### src/rtl/seq_detect_pkg.sv
// Shared types and defaults for the runtime-programmable serial pattern detector.
//   state_e       : detector FSM states (hunting for a full window / armed and comparing)
//   DEF_PATTERN   : pattern loaded at reset, LSB-aligned (first-received bit is the MSB)
//   DEF_LEN       : pattern length loaded at reset
//   len_w_fits()  : checks that a LenW-bit length field can hold the value MaxLen
package seq_detect_pkg;

    typedef enum logic {
        StHunt  = 1'b0,
        StArmed = 1'b1
    } state_e;

    localparam logic [31:0] DEF_PATTERN = 32'h0000_00E3;
    localparam int unsigned DEF_LEN     = 8;

    function automatic bit len_w_fits(input int unsigned max_len, input int unsigned len_w);
        if (len_w >= 32) begin
            return 1'b1;
        end
        return max_len < (32'd1 << len_w);
    endfunction

endpackage

### src/rtl/seq_detect_param_if.sv
// Signal bundle between a stream/config source and the pattern detector.
//   in_i, in_valid_i          : serial data bit and its qualifier
//   cfg_load_i, cfg_pattern_i,
//   cfg_len_i, cfg_overlap_i  : single-cycle configuration load
//   cnt_clr_i                 : clears the match counter
//   match_o, match_cnt_o      : registered match pulse and saturating match count
//   cfg_err_o                 : one-cycle pulse for a rejected configuration
// Modports: master drives the stream/config side, slave is the detector.
interface seq_detect_param_if #(
    parameter int unsigned MaxLen = 8,
    parameter int unsigned LenW   = 4,
    parameter int unsigned CntW   = 8
);

    logic              in_i;
    logic              in_valid_i;
    logic              cfg_load_i;
    logic [MaxLen-1:0] cfg_pattern_i;
    logic [LenW-1:0]   cfg_len_i;
    logic              cfg_overlap_i;
    logic              cnt_clr_i;
    logic              match_o;
    logic [CntW-1:0]   match_cnt_o;
    logic              cfg_err_o;

    modport master (
        output in_i, in_valid_i, cfg_load_i, cfg_pattern_i, cfg_len_i, cfg_overlap_i, cnt_clr_i,
        input  match_o, match_cnt_o, cfg_err_o
    );

    modport slave (
        input  in_i, in_valid_i, cfg_load_i, cfg_pattern_i, cfg_len_i, cfg_overlap_i, cnt_clr_i,
        output match_o, match_cnt_o, cfg_err_o
    );

endinterface

### src/rtl/seq_hist_cmp.sv
// Serial history shift register with a masked compare of the low len_i bits.
//   clk_i, rst_ni : clock, asynchronous active-low reset
//   shift_i       : accept bit_i into the history this cycle
//   bit_i         : incoming serial bit
//   clear_i       : zero the history (takes priority over shift_i)
//   len_i         : active pattern length, 1..MaxLen
//   pattern_i     : active pattern, LSB-aligned
//   hit_o         : history *after* shifting bit_i in matches the pattern (combinational)
module seq_hist_cmp #(
    parameter int unsigned MaxLen = 8,
    parameter int unsigned LenW   = 4
) (
    input  logic              clk_i,
    input  logic              rst_ni,
    input  logic              shift_i,
    input  logic              bit_i,
    input  logic              clear_i,
    input  logic [LenW-1:0]   len_i,
    input  logic [MaxLen-1:0] pattern_i,
    output logic              hit_o
);

    // The oldest history bit is never compared again once shifted, so only MaxLen-1 bits are
    // stored; the full MaxLen-bit window is rebuilt from them plus the incoming bit.
    logic [MaxLen-2:0] hist_q, hist_d;
    logic [MaxLen-1:0] hist_shift;
    logic [MaxLen-1:0] mask;

    assign hist_shift = {hist_q, bit_i};

    always_comb begin
        mask = '0;
        for (int i = 0; i < int'(MaxLen); i++) begin
            mask[i] = (i < int'(len_i));
        end
    end

    assign hit_o = (((hist_shift ^ pattern_i) & mask) == '0);

    always_comb begin
        hist_d = hist_q;
        if (clear_i) begin
            hist_d = '0;
        end else if (shift_i) begin
            hist_d = hist_shift[MaxLen-2:0];
        end
    end

    always_ff @(posedge clk_i or negedge rst_ni) begin
        if (!rst_ni) begin
            hist_q <= '0;
        end else begin
            hist_q <= hist_d;
        end
    end

endmodule

### src/rtl/seq_detect_param.sv
// Runtime-programmable serial bit-pattern detector.
//   clk_i, rst_ni : clock (rising edge), asynchronous active-low reset
//   det_io        : stream, configuration and result bundle (slave side)
// A valid bit shifts into the history; once len bits have arrived since the last restart every
// further bit is compared. A config load takes priority over a same-cycle data bit, which is
// then discarded even if the load is rejected.
module seq_detect_param
    import seq_detect_pkg::*;
#(
    parameter int unsigned       MaxLen     = 8,
    parameter int unsigned       LenW       = 4,
    parameter int unsigned       CntW       = 8,
    parameter logic [MaxLen-1:0] DefPattern = MaxLen'(DEF_PATTERN),
    parameter int unsigned       DefLen     = DEF_LEN,
    parameter bit                DefOverlap = 1'b1
) (
    input  logic               clk_i,
    input  logic               rst_ni,
    seq_detect_param_if.slave  det_io
);

    if (!len_w_fits(MaxLen, LenW) || MaxLen < 2 || MaxLen > 32) begin : g_bad_params
        $error("seq_detect_param: MaxLen must be 2..32 and fit in LenW bits");
    end

    state_e            state_q, state_d;
    logic [LenW-1:0]   fill_q, fill_d, fill_inc;
    logic [MaxLen-1:0] pattern_q, pattern_d;
    logic [LenW-1:0]   len_q, len_d;
    logic              overlap_q, overlap_d;
    logic              match_q, match_d;
    logic [CntW-1:0]   cnt_q, cnt_d;
    logic              err_q, err_d;

    logic cfg_ok, load_ok, load_bad, accept, hist_clr, hit;

    assign cfg_ok   = (det_io.cfg_len_i != '0) && (32'(det_io.cfg_len_i) <= MaxLen);
    assign load_ok  = det_io.cfg_load_i & cfg_ok;
    assign load_bad = det_io.cfg_load_i & ~cfg_ok;
    assign accept   = det_io.in_valid_i & ~det_io.cfg_load_i;

    seq_hist_cmp #(
        .MaxLen (MaxLen),
        .LenW   (LenW)
    ) u_hist_cmp (
        .clk_i     (clk_i),
        .rst_ni    (rst_ni),
        .shift_i   (accept),
        .bit_i     (det_io.in_i),
        .clear_i   (hist_clr),
        .len_i     (len_q),
        .pattern_i (pattern_q),
        .hit_o     (hit)
    );

    always_comb begin
        state_d   = state_q;
        fill_d    = fill_q;
        pattern_d = pattern_q;
        len_d     = len_q;
        overlap_d = overlap_q;
        match_d   = 1'b0;
        hist_clr  = 1'b0;
        fill_inc  = fill_q + 1'b1;

        if (load_ok) begin
            pattern_d = det_io.cfg_pattern_i;
            len_d     = det_io.cfg_len_i;
            overlap_d = det_io.cfg_overlap_i;
            fill_d    = '0;
            state_d   = StHunt;
            hist_clr  = 1'b1;
        end else if (accept) begin
            unique case (state_q)
                StHunt: begin
                    fill_d = fill_inc;
                    if (fill_inc == len_q) begin
                        state_d = StArmed;
                        match_d = hit;
                    end
                end
                StArmed: begin
                    // fill stays saturated at len while armed
                    match_d = hit;
                end
                default: ;
            endcase
            if (match_d && !overlap_q) begin
                fill_d  = '0;
                state_d = StHunt;
            end
        end
    end

    // Clear is applied before a same-cycle match increment, so clear+match leaves a count of 1.
    always_comb begin
        cnt_d = det_io.cnt_clr_i ? '0 : cnt_q;
        if (match_d && (cnt_d != '1)) begin
            cnt_d = cnt_d + 1'b1;
        end
        err_d = load_bad;
    end

    always_ff @(posedge clk_i or negedge rst_ni) begin
        if (!rst_ni) begin
            state_q   <= StHunt;
            fill_q    <= '0;
            pattern_q <= DefPattern;
            len_q     <= LenW'(DefLen);
            overlap_q <= DefOverlap;
            match_q   <= 1'b0;
            cnt_q     <= '0;
            err_q     <= 1'b0;
        end else begin
            state_q   <= state_d;
            fill_q    <= fill_d;
            pattern_q <= pattern_d;
            len_q     <= len_d;
            overlap_q <= overlap_d;
            match_q   <= match_d;
            cnt_q     <= cnt_d;
            err_q     <= err_d;
        end
    end

    assign det_io.match_o     = match_q;
    assign det_io.match_cnt_o = cnt_q;
    assign det_io.cfg_err_o   = err_q;

endmodule

### src/flat_wrapper.sv
// flat-port wrapper written by rule: the top's interface ports become plain ports
module seq_detect_param_flat import seq_detect_pkg::*;
#(
    parameter int unsigned       MaxLen     = 8,
    parameter int unsigned       LenW       = 4,
    parameter int unsigned       CntW       = 8,
    parameter logic [MaxLen-1:0] DefPattern = MaxLen'(DEF_PATTERN),
    parameter int unsigned       DefLen     = DEF_LEN,
    parameter bit                DefOverlap = 1'b1
)
  (clk_i, rst_ni, det_io_in_i, det_io_in_valid_i, det_io_cfg_load_i, det_io_cfg_pattern_i, det_io_cfg_len_i, det_io_cfg_overlap_i, det_io_cnt_clr_i, det_io_match_o, det_io_match_cnt_o, det_io_cfg_err_o);
  seq_detect_param_if #(.MaxLen(MaxLen), .LenW(LenW), .CntW(CntW)) det_io_i ();
  input  logic clk_i;
  input  logic rst_ni;
  input wire logic [$bits(det_io_i.in_i)-1:0] det_io_in_i;
  input wire logic [$bits(det_io_i.in_valid_i)-1:0] det_io_in_valid_i;
  input wire logic [$bits(det_io_i.cfg_load_i)-1:0] det_io_cfg_load_i;
  input wire logic [$bits(det_io_i.cfg_pattern_i)-1:0] det_io_cfg_pattern_i;
  input wire logic [$bits(det_io_i.cfg_len_i)-1:0] det_io_cfg_len_i;
  input wire logic [$bits(det_io_i.cfg_overlap_i)-1:0] det_io_cfg_overlap_i;
  input wire logic [$bits(det_io_i.cnt_clr_i)-1:0] det_io_cnt_clr_i;
  output wire logic [$bits(det_io_i.match_o)-1:0] det_io_match_o;
  output wire logic [$bits(det_io_i.match_cnt_o)-1:0] det_io_match_cnt_o;
  output wire logic [$bits(det_io_i.cfg_err_o)-1:0] det_io_cfg_err_o;
  assign det_io_i.in_i = det_io_in_i;
  assign det_io_i.in_valid_i = det_io_in_valid_i;
  assign det_io_i.cfg_load_i = det_io_cfg_load_i;
  assign det_io_i.cfg_pattern_i = det_io_cfg_pattern_i;
  assign det_io_i.cfg_len_i = det_io_cfg_len_i;
  assign det_io_i.cfg_overlap_i = det_io_cfg_overlap_i;
  assign det_io_i.cnt_clr_i = det_io_cnt_clr_i;
  assign det_io_match_o = det_io_i.match_o;
  assign det_io_match_cnt_o = det_io_i.match_cnt_o;
  assign det_io_cfg_err_o = det_io_i.cfg_err_o;
  seq_detect_param #(.MaxLen(MaxLen), .LenW(LenW), .CntW(CntW), .DefPattern(DefPattern), .DefLen(DefLen), .DefOverlap(DefOverlap)) u_core (.clk_i(clk_i), .rst_ni(rst_ni), .det_io(det_io_i));
endmodule
### config.mk
export PLATFORM = sky130hd
export DESIGN_NAME = seq_detect_param_flat
export DESIGN_NICKNAME = d
export VERILOG_FILES = /design/src/rtl/seq_detect_pkg.sv /design/src/rtl/seq_detect_param_if.sv /design/src/rtl/seq_hist_cmp.sv /design/src/rtl/seq_detect_param.sv /design/src/flat_wrapper.sv
export SDC_FILE = /design/constraint.sdc
export NUM_CORES = 1
export LEC_CHECK = 0
export BUFFER_PORTS_ARGS = -buffer_cell sky130_fd_sc_hd__buf_2
export CORE_UTILIZATION = 45
export DETAILED_ROUTE_END_ITERATION = 7
export PLACE_DENSITY_LB_ADDON = 0.1
export SLEW_MARGIN = 15
export SYNTH_ARGS = -nofsm -noshare
export SYNTH_HDL_FRONTEND = slang
export SYNTH_SLANG_ARGS = --single-unit
export TNS_END_PERCENT = 5
### constraint.sdc
create_clock -name clk_i -period 2.7 [get_ports clk_i]
set_input_delay 0.27 -clock clk_i [delete_from_list [all_inputs] [get_ports clk_i]]
set_output_delay 0.27 -clock clk_i [all_outputs]
set_load 0.05 [all_outputs]
# [Word level (Yosys, flattened, before mapping)]
# Cells that the tools add are included.
[word_totals] word_cells=60 input_bits=19 regBits=35 output_inout_bits=10
[classes] n_addsub=2 reduce_logical=9 order_cmp=9 n_mux=20 eq_ne=3 bitwise=8
[op_table] cell="$lt 3x4->1 const A" n=4
[op_table] cell="$mux 4" n=4
[op_table] cell="$mux 8" n=2
[op_table] cell="$mux 7" n=2
[op_table] cell="$mux 1" n=11
[op_table] cell="$add 8x1->8 const B" n=1
[op_table] cell="$and 8x8->8" n=1
[op_table] cell="$logic_not 8->1" n=1
[op_table] cell="$lt 1x4->1 const A" n=2
[op_table] cell="$lt 2x4->1 const A" n=2
[op_table] cell="$ne 8x8->1 const B" n=1
[op_table] cell="$xor 8x8->8" n=1
[op_table] cell="$add 4x1->4 const B" n=1
[op_table] cell="$eq 4x4->1" n=1
[op_table] cell="$le 4x4->1 const B" n=1
[op_table] cell="$reduce_bool 2->1" n=2
[op_table] cell="$reduce_bool 4->1" n=1
[op_table] cell="$and 1x1->1" n=3
[op_table] cell="$logic_and 1x1->1" n=3
[op_table] cell="$ne 3x3->1 const B" n=1
[op_table] cell="$not 1->1" n=3
[op_table] cell="$pmux 1 s2" n=1
[op_table] cell="$reduce_and 2->1" n=1
[op_table] cell="$logic_not 1->1" n=1

# [Logic depth before layout (Yosys ltp)]
# Gate-level depths: netlist (run 1).
[logic_depth] ltp_word=11 ltp_mapped=8 mapped_depth_nobuf=7

# [Hierarchy]
# A second synthesis (run 1) with hierarchy kept.
[unflattened] cells_unflattened=166 hier_area_um2=1824.2
[by_module_without_submodules] module="seq_detect_param" area_each_um2=1391.3 cells_each=121 seq_area_each_um2=709.4 n_inst=1
[by_module_without_submodules] module="seq_hist_cmp" area_each_um2=432.9 cells_each=45 seq_area_each_um2=175.2 n_inst=1

# [Worst setup path after synthesis (run 1)]
# Ideal clock, no wire load.
[synth_timing] path_type="flip-flop to flip-flop" startpoint="reg u_core.len_q[3]" endpoint="reg u_core.cnt_q[4], in the netlist u_core.det_io.match_cnt_o[4]" t_arrival_ps=2268 setup_time_ps=125 period_less_slack_ps=2393 path_buffers=2 required_ps=2575 slack_ps=307 path_stages_with_launch=9 path_cell_list="dfstp_2 > buf_2 > or4b_1 > a2111oi_2 > o21a_1 > o21ai_1 > buf_6 > nor4_1 > mux2_2"
[synth_via] elab_chain_len=11 elab_cells_between_ends=19 cone_classes="8 x order compare; 1 x eq/ne; 7 x mux; 1 x bitwise; 2 x reduce/logical"
[synth_rtl] item="from (decl)" line="seq_detect_param.sv:29" source="logic [LenW-1:0] len_q, len_d;"
[synth_rtl] item="from (signal assigned)" line="seq_detect_param.sv:109" source="len_q <= LenW'(DefLen);"
[synth_rtl] item="from (signal assigned)" line="seq_detect_param.sv:118" source="len_q <= len_d;"
[synth_rtl] item="$lt 1x4->1, or another cell as far along" line="seq_hist_cmp.sv:34" source="mask[i] = (i < int'(len_i));"
[synth_rtl] item="$and 8x8->8" line="seq_hist_cmp.sv:38" source="assign hit_o = (((hist_shift ^ pattern_i) & mask) == '0);"
[synth_rtl] item="$logic_not 8->1" line="seq_hist_cmp.sv:38"
[synth_rtl] item="$mux 1" line="seq_detect_param.sv:77" source="if (fill_inc == len_q) begin"
[synth_rtl] item="$pmux 1 s2 (*)" line="seq_detect_param.sv:74" source="unique case (state_q)"
[synth_rtl] item="$mux 1 (*)" line="seq_detect_param.sv:73" source="end else if (accept) begin"
[synth_rtl] item="$mux 1 (*)" line="seq_detect_param.sv:66" source="if (load_ok) begin"
[synth_rtl] item="$mux 1 (*)" line="seq_detect_param.sv:73"
[synth_rtl] item="$mux 1 (*)" line="seq_detect_param.sv:66"
[synth_rtl] item="$logic_and 1x1->1 (*)" line="seq_detect_param.sv:98" source="if (match_d && (cnt_d != '1)) begin"
[synth_rtl] item="$mux 8 (*)" line="seq_detect_param.sv:98"
[synth_rtl] item="named net u_core.cnt_d[4]" line="seq_detect_param.sv:32" source="logic [CntW-1:0] cnt_q, cnt_d;"
[synth_rtl] item="to (signal assigned)" line="seq_detect_param.sv:121" source="cnt_q <= cnt_d;"
[synth_rtl] item="to (decl)" line="seq_detect_param.sv:32"
# The timed path passes the listed nets; every way through them passes the cells marked *. The select of a mux whose other input is x is not followed.
# A chain may end at the register's enable or synchronous reset.

# [Worst setup path in the final report (run 1)]
[layout_timing] startpoint="reg u_core.len_q[1]" endpoint="reg u_core.cnt_q[1], in the netlist u_core.det_io.match_cnt_o[1]"
# The elaborated chain is that of the path after synthesis.

==> results of run 1 <==
## how the worst max path moves through the flow
stage	start	end	slack, ps	depth (start not counted)
2_1_floorplan	u_core.len_q[3]	u_core.det_io.match_cnt_o[4]	310	8
3_3_place_gp	u_core.len_q[1]	u_core.det_io.match_cnt_o[1]	220	6
3_5_place_dp	u_core.len_q[1]	u_core.det_io.match_cnt_o[1]	170	6
4_1_cts	u_core.len_q[1]	u_core.det_io.match_cnt_o[1]	140	6
5_1_grt	u_core.len_q[1]	u_core.det_io.match_cnt_o[1]	140	6
6_report	u_core.len_q[1]	u_core.det_io.match_cnt_o[1]	260	6
## stage by stage
step,instance area (µm²),power [µW],instances
after floorplan,1812,896.3,187
after global placement,2003,975.2,260
after detailed placement,2003,989.1,260
after CTS,2087,1353,268
after global routing,2097,1429,268
final,2097,1342,268
## cells by family (layout without fill, tap and decap cells)
logic type | count (synthesis) | after routing | share of synthesized area
AND/OR/NAND/NOR | 89 | 89 | 0.2272
flip-flops | 35 | 35 | 0.4883
AO/OA/AOI/OAI | 26 | 26 | 0.1022
XOR/XNOR | 18 | 18 | 0.08702
multiplexers | 10 | 10 | 0.06216
buffers and inverters | 7 | 40 | 0.01933
adder cells (fa/ha/maj) | 2 | 2 | 0.01381
## final cells by class
cell class	count	area, µm²	area share
Multi-Input combinational cell	145	902.1	0.4302
Sequential cell	35	884.6	0.4218
Timing Repair Buffer	31	162.7	0.07757
Clock buffer	5	68.82	0.03282
Tap cell	48	60.06	0.02864
Clock inverter	3	15.01	0.007160
Inverter	1	3.754	0.001790
## power by group through the flow
stage	clock network (µW)	logic, µW	registers, µW
2_1_floorplan	0	231	665
3_3_place_gp	0	316	659
3_5_place_dp	0	325	664
4_1_cts	371	327	654
5_1_grt	395	371	663
6_report	358	330	654
## registers in the layout (all words and copies together) (netlist names)
signal	flops
u_core.det_io.match_cnt_o	8
u_core.fill_q	4
u_core.overlap_q	1
u_core.len_q	4
u_core.det_io.cfg_err_o	1
u_core.det_io.match_o	1
u_core.pattern_q	8
u_core.u_hist_cmp.hist_q	7
u_core.state_q	1
## per-layer routing
metal,track usage,vias to the layer above
li1,-,702
met2,0.3260,25
met3,0.04688,7
met5,0,-
met4,0.1033,0
met1,0.2494,655
## cell usage in the layout, fill, tap and decap left out, types with 3 or more instances in the layout
master    Yosys  layout
nand2b_1      3       3
dfstp_2       7       7
nand2_1      45      45
clkinv_2      0       3
buf_2         1      28
xor2_1        7       7
mux2_2       10      10
clkbuf_8      0       5
nor2b_1      11      11
a21oi_1       9       9
dfrtp_1      28      28
nand4_1       4       4
xnor2_1      11      11
buf_4         0       3
nor2_1       12      12
nor3_1        5       5
==> impl_results.md, run 1 <==
- ANT nets after route: 0
- Sw Share: 0.3167
- Top-count cell post-synth: nand2_1
- First-pass GRT wire length: 6.430 mm
- # IOs: 29
- Core footprint: 3771 µm²
- Data arrival time of the worst path: 2610 ps
- Final-report max-slew violation count: 0
- Initial antenna violation count: 0
- Most common library cells after synthesis: nand2_1, dfrtp_1, nor2_1
- Worst-Skew Late Latency: 280 ps
- Pwr/cell area: 640.2 nW/µm²
- Max layer used: met4
- Met3 wire len: 124 µm
- Starting Density: 0.4804
- Synth Cell Area: 1812 µm²
- Smallest hold slack: 64.70 ps
- Final net count: 240
- Worst-margin pin slew: 786.3 ps
- Total Wirelength: 3.656 mm
- Routed wire per std cell: 13.64 µm
- Pre-CTS WS: 169.0 ps
- Synth top area cells: dfrtp_1, dfstp_2, nand2_1
- Clock Sinks: 35
- Internal Power: 917.3 µW
- Yosys top cell area share: 0.3867
- Critical path class: reg -> reg
- Final setup fails: 0
- Ys async rst share: 1.000
- Max stage delay cell, worst path: or4b_1
- Post-synth cell types: 35
- Internal reg-to-reg setup slack: 260 ps
- Mean Syn Cell Area: 9.688 µm²
- Net switching power: 425.1 µW
- # DRC: 0
- Layout fillers: 347
- Mapped Nets: 208
- Reg power frac: 0.487
- YS warnings: 0
- Routed wl met2: 1.751 mm
- VDD IR max: 0.3416 mV
- CTS buffer count: 5
- Full die area: 4284 µm²
- Post-CTS sizing: 0
- Min-Delay Path Class: in -> async
- DIE HEIGHT: 65.45 µm
- Drt initial violations: 77
- Area growth from synthesis to layout: 15.75%
- Post-CTS Setup Inserts: 0
- Clk slew on worst S/H paths: 70 ps
- Clk pwr share: 0.267
- Top cell type by total area after synthesis: dfrtp_1
- Root buffer cell: clkbuf_8
- Post-synthesis sequential area ratio: 0.4883
- WP data required: 2870 ps
- Die Width: 65.45 µm
- TritonRoute pass-1 iters: 4
- RR Endpoint: u_core.det_io.match_cnt_o[1]
- Routed vias: 1389
- Layout Skew: 4.150 ps
- Final period util: 0.9043
- Worst path max stage delay: 540 ps
- Crit Path Max Fanout: 12
- H-tree lvl count: 2
- Post-synth EDFFs: 0
- CTS tree: done
- Maxcap violations: 0
- Hold Vio Cnt, Final: 0
- Crit end category: register
- Antenna Cells: 0
- Logic depth of the worst register-to-register path: 6
- Util after Layout: 0.5561
- Setup Total Neg Slack: 0 ps
- Row Count: 22
- Combinational share of power: 0.246
- Gr usage total: 0.2016
- Status: complete, no violations
- Grt ovf: 0
- Leakage: 0.0009926 µW
- Crit-path cells: or4b_1 > a2111oi_2 > o21a_1 > o21ai_2 > or3b_1 > mux2_2
- Vias per cell: 5.183
- Global placer's final weighted congestion: 0.8254
- Delay-heaviest family, CP: simple AND/OR/NAND/NOR gates
- Most used DFF post-synth: dfrtp_1
- Min Clock Period, post-route: 2442 ps
- #FFs+latches synth: 35
- # port buffers: 28
- R2r startpoint: u_core.len_q[1]
- Type of origin of the critical path: register
- Vias in the first global route: 1461
- Post-route setup slack: 258.3 ps
- Hpwl dp: 2.685 mm
- Met1 wire length: 1.699 mm
- RSZ-0062 raised after global routing: false
- Clock tree buffer depth: 2
- Fmax: 409.6 MHz
- Largest net degree at the start of global routing: 36
- Proportion of layout cells with a drive suffix above 1: 0.2682
- Mapped Cells: 187
- Worst Path Buf+Inv: 0
- Rel. slew slack: 0.4758
- Hold Buf Count CTS: 0
Power figures use the tool's default switching activity.
==> run 2: changes to the inputs <==
--- a/config.mk
+++ b/config.mk
@@ -8,7 +8,9 @@
 export BUFFER_PORTS_ARGS = -buffer_cell sky130_fd_sc_hd__buf_2
 export CORE_UTILIZATION = 45
 export DETAILED_ROUTE_END_ITERATION = 7
+export GPL_TIMING_DRIVEN = 0
 export PLACE_DENSITY_LB_ADDON = 0.1
+export SETUP_SLACK_MARGIN = 0.02
 export SLEW_MARGIN = 15
 export SYNTH_ARGS = -nofsm -noshare
 export SYNTH_HDL_FRONTEND = slang
==> impl_results.md, run 2 (synthesis results as in run 1) <==
- WP data required: 2870 ps (about the same)
- Gr usage total: 0.2039 (+0.002303)
- Crit end category: register
- Busiest grt layer: met2
- Pwr/cell area: 636.7 nW/µm² (-0.54%)
- Clk slew on worst S/H paths: 70 ps (about the same)
- CTS tree: done
- Final setup fails: 0 (unchanged)
- Row Count: 22 (unchanged)
- Commonest cells after routing, fill and taps aside: nand2_1, buf_2, dfrtp_1
- CTS buffer count: 5 (unchanged)
- Data arrival time of the worst path: 2740 ps (+130 ps)
- Final net count: 243 (+1.3%)
- First-pass GRT wire length: 6.486 mm (+0.87%)
- Leakage: 0.001002 µW (+0.90%)
- Type of origin of the critical path: register
- # IOs: 29 (unchanged)
- Die Width: 65.45 µm (unchanged)
- GR Util met1: 0.2497 (+0.0002769)
- Critical path class: reg -> reg
- Largest net degree at the start of global routing: 36 (unchanged)
- Area growth from synthesis to layout: 17.68%
- Vias in the first global route: 1433 (-1.9%)
- Core footprint: 3771 µm² (unchanged)
- Delay-heaviest family, CP: compound AO/OA/AOI/OAI gates
- ANT nets after route: 0 (unchanged)
- Placed cells: 263 (+1.2%)
- GR Util met2: 0.3273 (+0.001289)
- Crit Path Max Fanout: 10 (-2)
- Proportion of layout cells with a drive suffix above 1: 0.2601 (-0.008092)
- Clock Sinks: 35 (unchanged)
- Crit-path cells: buf_2 > or4b_4 > a2111oi_4 > o21a_1 > o21ai_1 > buf_6 > o31a_1 > a221o_1
- Min-Delay Path Class: in -> async
- Final Instance Area: 2132 µm² (+1.7%)
- Initial antenna violation count: 0 (unchanged)
- # DRC: 0 (unchanged)
- Hpwl dp: 2.651 mm (-1.3%)
- Worst path max stage delay: 510 ps (-30 ps)
- Commonest non-fill, non-tap cell in the layout: nand2_1
- Min Clock Period, post-route: 2571 ps (+129.2 ps)
- Layout fillers: 343 (-1.2%)
- Tot Pwr: 1357 µW (+1.1%)
- Routed vias: 1449 (+4.3%)
- Worst Path Buf+Inv: 2 (+2)
- VDD IR max: 0.4063 mV (+19%)
- Hold Vio Cnt, Final: 0 (unchanged)
- Full die area: 4284 µm² (unchanged)
- Antenna Cells: 0 (unchanged)
- Setup Total Neg Slack: 0 ps (unchanged)
- Fmax: 389.0 MHz (-5.0%)
- RSZ-0062 raised after global routing: false
- Layout Skew: 6.825 ps (+2.675 ps)
- Util after Layout: 0.5654 (+0.009290)
- Placement Cell Area: 2012 µm² (+0.44%)
- Vias per cell: 5.347 (+3.2%)
- Total Wirelength: 3.717 mm (+1.7%)
- Status: complete, no violations
- # port buffers: 28 (unchanged)
- Max stage delay cell, worst path: or4b_4
- Root buffer cell: clkbuf_8
- H-tree lvl count: 2 (unchanged)
- Global placer's final weighted congestion: 0.8373 (+1.4%)
- Drt initial violations: 78 (+1.3%)
- Maxcap violations: 0 (unchanged)
- Worst-Skew Late Latency: 290 ps (about the same)
- Worst-margin pin slew: 762.8 ps (-23.44 ps)
- DIE HEIGHT: 65.45 µm (unchanged)
- Met3 Use GR: 0.04861 (+0.001736)
- Final-report max-slew violation count: 0 (unchanged)
- Clock tree buffer depth: 2 (unchanged)
- Post-route non-filler standard cell count: 271 (+1.1%)
- Hold Buf Count CTS: 0 (unchanged)
- Routed wire per std cell: 13.72 µm (+0.54%)
- TritonRoute pass-1 iters: 4 (unchanged)
- Rel. slew slack: 0.4914 (+0.01563)
- Final period util: 0.9522 (+0.04784)
- Starting Density: 0.4804 (unchanged)
- Grt ovf: 0 (unchanged)
[run 2: worst paths after layout]
| kind | startpoint | end | slack (ps) | cells after the start |
|---|---|---|---|---|
| worst max-delay path | u_core.len_q[3] | u_core.fill_q[2] | 130 | 8 |
| max in group asynchronous | rst_ni | u_core.len_q[1] | 2130 | 1 |
| worst min register to register | u_core.pattern_q[6] | u_core.pattern_q[6] | 460 | 2 |
| worst min-delay path | rst_ni | u_core.fill_q[3] | 50 | 1 |
| min in group clk_i | det_io_cfg_pattern_i[0] | u_core.pattern_q[0] | 160 | 3 |
| worst max register to register | u_core.len_q[3] | u_core.fill_q[2] | 130 | 8 |
[run 2: through the flow]
stage / worst slack, ps / hold WS, ps
floorplan: 307.5 / -25.59
global placement: 105.2 / 378.6
detailed placement: 74.05 / 389.8
CTS: 56.61 / 71.46
global route: 39.57 / 109.4
finish: 129.2 / 46.61
[run 2: layout make-up]
class	count	area, µm²	area share
multi-input cells	145	929.6	0.4360
flip-flops and latches	35	885.9	0.4155
repair buffers	28	140.1	0.06573
clock buffers	7	76.32	0.03580
well taps	48	60.06	0.02817
plain buffers	6	31.28	0.01467
clock inverters	1	5.005	0.002347
inverters	1	3.754	0.001761
[run 2: worst reg2reg max path, stage by stage (launching register included)]
cell       delay (ps)
dfstp_2           360
buf_2             160
or4b_4            510
a2111oi_4         300
o21a_1            170
o21ai_1           120
buf_6             190
o31a_1            330
a221o_1           310
[run 2: routing by layer]
metal / up-vias / wire (µm)
met4: 0 / 91
met5: - / 0
li1: 707 / -
met1: 705 / 1731
met3: 9 / 142
met2: 28 / 1752
[run 2: power breakdown]
part           internal, µW  total [µW]  switching, µW
combinational           149         332            183
clock                   181         365            184
sequential              597         660           62.8
total                   927        1360            430
[run 2: timing repair]
| action | in CTS | in global routing |
|---|---|---|
| resized for setup | 0 | 6 |
| endpoints found under the setup margin | 0 | 3 |
| setup buffers | 0 | 0 |
